[config.mk]
export PLATFORM = sky130hd
export DESIGN_NAME = imem_loader
export DESIGN_NICKNAME = d
export VERILOG_FILES = /design/src/rtl/simple_cpu_pkg.sv /design/src/rtl/imem_ram.sv /design/src/rtl/imem_loader.sv
export SDC_FILE = /design/constraint.sdc
export NUM_CORES = 2
export LEC_CHECK = 0
export BUFFER_PORTS_ARGS = -buffer_cell sky130_fd_sc_hd__buf_2
export CAP_MARGIN = 20
export CORE_MARGIN = 3
export CORE_UTILIZATION = 60
export DETAILED_ROUTE_END_ITERATION = 10
export PLACE_DENSITY = 0.76
export REMOVE_ABC_BUFFERS = 1
export SLEW_MARGIN = 20
export SYNTH_ARGS = -nofsm -noshare
export SYNTH_HDL_FRONTEND = slang
export SYNTH_SLANG_ARGS = --single-unit
[constraint.sdc]
create_clock -name clk -period 4.95 [get_ports clk]
set_clock_uncertainty 0.2 [all_clocks]
set_input_delay 1.485 -clock clk [delete_from_list [all_inputs] [get_ports clk]]
set_output_delay 1.485 -clock clk [all_outputs]
set_load 0.05 [all_outputs]
[src/rtl/simple_cpu_pkg.sv]
// Shared definitions for the CPU instruction-memory stage and its boot loader.
package simple_cpu_pkg;

    localparam int IM_ADDR_W = 8;
    localparam int IM_DATA_W = 16;

    typedef enum logic [2:0] {
        LEN  = 3'd0,
        HI   = 3'd1,
        LO   = 3'd2,
        CHK  = 3'd3,
        HOLD = 3'd4,
        RUN  = 3'd5,
        ERR  = 3'd6
    } ld_state_e;

endpackage

[src/rtl/imem_ram.sv]
// Single-port synchronous instruction RAM; rdata updates only when re is high.
module imem_ram #(
    parameter int ADDR_W = 8,
    parameter int DATA_W = 16
) (
    input  logic              clk,
    input  logic              we,
    input  logic              re,
    input  logic [ADDR_W-1:0] addr,
    input  logic [DATA_W-1:0] wdata,
    output logic [DATA_W-1:0] rdata
);

    logic [DATA_W-1:0] mem [2**ADDR_W];

    always_ff @(posedge clk) begin
        if (we)
            mem[addr] <= wdata;
        if (re)
            rdata <= mem[addr];
    end

endmodule

[src/rtl/imem_loader.sv]
// Instruction RAM with a byte-stream boot loader; holds the CPU in reset until
// a program image with a matching XOR checksum has been written.
module imem_loader
    import simple_cpu_pkg::*;
#(
    parameter int ADDR_W   = IM_ADDR_W,
    parameter int DATA_W   = IM_DATA_W,
    parameter int HOLD_CYC = 4
) (
    input  logic              clk,
    input  logic              reset,
    input  logic              ld_valid,
    input  logic [7:0]        ld_data,
    output logic              ld_ready,
    input  logic              ld_start,
    output logic              cpu_reset,
    output logic              load_err,
    input  logic              im_abus_valid,
    input  logic [ADDR_W-1:0] im_abus_data,
    output logic [DATA_W-1:0] im_dbus
);

    localparam int HW = $clog2(HOLD_CYC + 1) + 1;

    ld_state_e         state, state_nx;
    logic [ADDR_W-1:0] addr_q, addr_nx, addr_inc;
    logic [ADDR_W-1:0] len_q, len_nx;
    logic [7:0]        hi_q, hi_nx;
    logic [7:0]        csum_q, csum_nx;
    logic [HW-1:0]     hold_q, hold_nx;
    logic              err_nx;
    logic              xfer;
    logic              we;
    logic              re;
    logic              zero_q;
    logic [ADDR_W-1:0] ram_addr;
    logic [DATA_W-1:0] ram_rdata;

    assign ld_ready  = (state == LEN) || (state == HI) || (state == LO) || (state == CHK);
    assign cpu_reset = (state != RUN);
    assign xfer      = ld_valid && ld_ready;
    assign addr_inc  = addr_q + 1'b1;

    always_ff @(posedge clk) begin
        if (reset) begin
            state    <= LEN;
            addr_q   <= '0;
            len_q    <= '0;
            hi_q     <= '0;
            csum_q   <= '0;
            hold_q   <= '0;
            load_err <= 1'b0;
        end else begin
            state    <= state_nx;
            addr_q   <= addr_nx;
            len_q    <= len_nx;
            hi_q     <= hi_nx;
            csum_q   <= csum_nx;
            hold_q   <= hold_nx;
            load_err <= err_nx;
        end
    end

    always_comb begin
        state_nx = state;
        addr_nx  = addr_q;
        len_nx   = len_q;
        hi_nx    = hi_q;
        csum_nx  = csum_q;
        hold_nx  = hold_q;
        err_nx   = load_err;
        we       = 1'b0;
        unique case (state)
            LEN: if (xfer) begin
                // N=0 means a full 2**ADDR_W image: the wrapped increment matches 0
                len_nx   = ADDR_W'(ld_data);
                addr_nx  = '0;
                csum_nx  = '0;
                state_nx = HI;
            end
            HI: if (xfer) begin
                hi_nx    = ld_data;
                csum_nx  = csum_q ^ ld_data;
                state_nx = LO;
            end
            LO: if (xfer) begin
                csum_nx  = csum_q ^ ld_data;
                we       = 1'b1;
                addr_nx  = addr_inc;
                state_nx = (addr_inc == len_q) ? CHK : HI;
            end
            CHK: if (xfer) begin
                if (ld_data == csum_q) begin
                    hold_nx  = HW'(HOLD_CYC);
                    state_nx = HOLD;
                end else begin
                    err_nx   = 1'b1;
                    state_nx = ERR;
                end
            end
            HOLD: begin
                if (hold_q == '0)
                    state_nx = RUN;
                else
                    hold_nx = hold_q - 1'b1;
            end
            RUN, ERR: if (ld_start) begin
                err_nx   = 1'b0;
                state_nx = LEN;
            end
            default: state_nx = LEN;
        endcase
    end

    // Fetch port owns the RAM only in RUN; loads never overlap with reads.
    assign ram_addr = (state == RUN) ? im_abus_data : addr_q;
    assign re       = (state == RUN) && im_abus_valid;

    imem_ram #(
        .ADDR_W(ADDR_W),
        .DATA_W(DATA_W)
    ) u_ram (
        .clk   (clk),
        .we    (we),
        .re    (re),
        .addr  (ram_addr),
        .wdata (DATA_W'({hi_q, ld_data})),
        .rdata (ram_rdata)
    );

    // rdata holds between fetches; this flag forces zero outside RUN until a
    // fresh fetch lands, so the RAM itself needs no reset.
    always_ff @(posedge clk) begin
        if (reset)
            zero_q <= 1'b1;
        else if (state != RUN)
            zero_q <= 1'b1;
        else if (im_abus_valid)
            zero_q <= 1'b0;
    end

    assign im_dbus = zero_q ? '0 : ram_rdata;

endmodule

==> impl_results.md <==
- Clock sink total: 4153
- Static leakage: 71.7 nW
- Area share of fa/ha/maj cells after synthesis: 0.0155%
- Critical Path AT: 5.36 ns
- DP HPWL: 258000 µm
- Placement Cell Area: 171000 µm²
- R2R depth: 13
- Skew-Pair Late Insertion Delay: 0.95 ns
- Synth Area in Compound Gates: 5.67%
- Initial antenna violation count: 28
- Synth cell types: 61
- Async set-reset flop share out of synthesis: 0%
- Post-layout instance area: 185000 µm²
- H-tree depth: 5
- RSZ-0062 raised after global routing: false
- Residual DRC: 0
- Core area: 266000 µm²
- First-pass GRT wire length: 628000 µm
- CTS Buf Count: 406
- Setup ws final: 0.0329 ns
- Ys Warns: 0
- Fmax: 0.203 GHz
- Post-synth EDFFs: 4112
- Worst Tran Pin Value: 1.29 ns
- Crit. End Element: register
- Critical path origin: state[2]
- CP Max Fanout: 60
- Yosys reg bits: 4153
- IO Port Bufs: 39
- Final Hold Violating Endpoints: 0
- Wire length per cell: 30.5 µm
- Clock-pin slew on the worst setup and hold paths: 0.06 ns
- CP Data Required Time: 5.40 ns
- Pwr Density: 384 nW/µm²
- First-pass detailed-route iteration total: 6
- Total track usage: 31.4%
- Global route total overflow: 0
- Vias in the first global route: 91667
- Hold buffers post-CTS: 0
- Post-CTS Setup Repair Bufs: 0
- Mux contribution to synthesized area: 10.3%
- CTS tree: done
- Syn Area/Cell: 16.6 µm²
- Routed vias/inst: 6.60
- Syn Inst Count: 9715
- Setup violators final: 0
- Maxcap violations: 0
- Synth-to-Final Area Change: 14.8%
- Hold Crit Depth: 2
- Clock root cell: clkbuf_16
- Sequential area share after synthesis: 77.2%
- Largest net degree at the start of global routing: 162
- Synthesized area: 161000 µm²
- Min-Delay Path Class: reg2reg
- Layout cell share with drive strength beyond 1: 14.7%
- Largest family of logic cells by synthesized area: multiplexers
- DRT Wirelength: 437000 µm
- Final period utilization: 99.3%
- Reg-to-Reg Start: state[2]
- Crit path launch type: register
- Die W: 524 µm
- Dpl ws: -0.862 ns
- Post-synthesis xor/xnor area fraction: 0.109%
- Period minus WS final: 4.92 ns
- DR iter-0 viols: 13911
- Peak VDD IR: 0.356 mV
- Hold Crit Start: len_q[7]
- Slew Limit Fails: 0
- Die H: 524 µm
- Simple-gate portion of the synthesized area: 4.64%
- Cell Rows: 189
- Nets@finish: 10469
- Gp weighted congestion: 0.914
- Crit Path Category: reg2reg
- Die area: 275000 µm²
- Status: complete, no violations
- Antenna Nets Post-Route: 0
- Clock buffer depth: 4
- Ports: 40
- Via Count: 94568
- Starting Density: 60.5%
- Rel. slew slack: 14.0%
- Primary FF master, synth: edfxtp_1
cell usage in the layout (no fill, tap or decap), types with 20 or more instances in the layout:
| master | instances |
|---|---|
| clkinv_2 | 75 |
| nand2_1 | 920 |
| nand3_1 | 80 |
| dfxtp_1 | 33 |
| nor2b_1 | 23 |
| clkinv_1 | 89 |
| clkbuf_16 | 410 |
| o22ai_1 | 795 |
| nor2_1 | 348 |
| bufinv_16 | 47 |
| edfxtp_1 | 4112 |
| mux2i_1 | 1652 |
| o21ai_0 | 186 |
| a21oi_1 | 431 |
| clkinvlp_4 | 20 |
| buf_12 | 156 |
| clkbuf_1 | 67 |
| buf_4 | 731 |
| nand4_1 | 34 |
| nor4_1 | 220 |
| nor3_1 | 26 |
| a22oi_1 | 20 |
| buf_2 | 31 |
Yosys cell counts (34+ instances only):
cell	instances	area (µm²)
buf_2	219	1100
dfxtp_1	41	821
nand4_1	34	213
nor4_1	228	1430
a21oi_1	432	2160
clkbuf_1	221	830
o22ai_1	795	4970
nand3_1	80	400
buf_6	40	450
buf_4	88	661
nor2_1	349	1310
o21ai_0	194	971
nand2_1	938	3520
edfxtp_1	4112	123000
mux2i_1	1653	16500
stage by stage:
step / util, % / std cells / TNS [ns] / total power [mW] / hold WS (ns)
after floorplan: - / 9112 / - / 43.5 / 0.242
after global placement: 64.4 / 13571 / -7.65 / 40.9 / 0.253
after detailed placement: 64.4 / 13571 / -8.27 / 40.9 / 0.259
after CTS: 69.4 / 14305 / 0 / 71.1 / 0.266
after global routing: 69.4 / 14310 / 0 / 72.5 / 0.296
final: 69.4 / 14322 / 0 / 71.0 / 0.268
sequential cells by signal, indices dropped and copies added (netlist names):
name	flops
len_q	8
addr_q	8
u_ram.rdata	16
hi_q	8
hold_q	4
zero_q	1
u_ram.mem	4096
state	3
load_err	1
csum_q	8
per-layer routing:
layer | vias to the layer above | wire length (µm) | GRT usage (%)
li1 | 39632 | - | -
met1 | 47139 | 156000 | 42.8
met2 | 6621 | 201000 | 48.1
met3 | 1158 | 54300 | 7.31
met4 | 18 | 25000 | 15.5
met5 | - | 130 | 0
logic make-up (layout without fill, tap and decap cells):
| family | Yosys count | in the layout |
|---|---|---|
| multiplexers | 1659 | 1659 |
| XOR/XNOR | 20 | 20 |
| buffers and inverters | 611 | 1668 |
| flip-flops | 4153 | 4153 |
| AO/OA/AOI/OAI | 1550 | 1550 |
| other | 0 | 17 |
| adder cells (fa/ha/maj) | 2 | 2 |
| AND/OR/NAND/NOR | 1720 | 1720 |
final cells by class:
class	count	area [µm²]
Tap cell	3533	4420
Multi-Input combinational cell	4951	33800
Sequential cell	4153	124000
Clock inverter	252	2640
Clock buffer	482	10600
Timing Repair Buffer	926	8890
Inverter	8	32.5
Fill cell	15976	81300
Antenna cell	17	42.5
where the power goes:
group	switching (mW)	internal [mW]	total [mW]
sequential	0.0659	38.6	38.6
clock	13.0	17.7	30.8
combinational	1.11	0.472	1.58
total	14.2	56.8	71.0
final timing paths:
check                   endpoint  slack (ns)
setup / recovery  u_ram.rdata[3]        0.03
hold / removal          len_q[7]        0.27
setup reg to reg  u_ram.rdata[3]        0.03
hold reg to reg         len_q[7]        0.27
repair_timing:
| item | in CTS | in global routing |
|---|---|---|
| cloned | 0 | 0 |
| resized for setup | 9 | 8 |
| endpoints found under the hold margin | 0 | 0 |
| pin swaps | 0 | 0 |
| endpoints found under the setup margin | 11 | 8 |
worst max-delay path: stages, from the launching register on:
cell	delay, ns
dfxtp_1	0.49
and3b_2	0.44
inv_4	0.22
a21oi_4	0.31
buf_12	0.25
buf_12	0.20
buf_12	0.37
mux2i_1	0.26
o22ai_1	0.16
nor4_2	0.63
o22ai_1	0.18
o21ai_1	0.46
buf_4	0.25
nand4_1	0.12
Power figures use the tool's default switching activity.
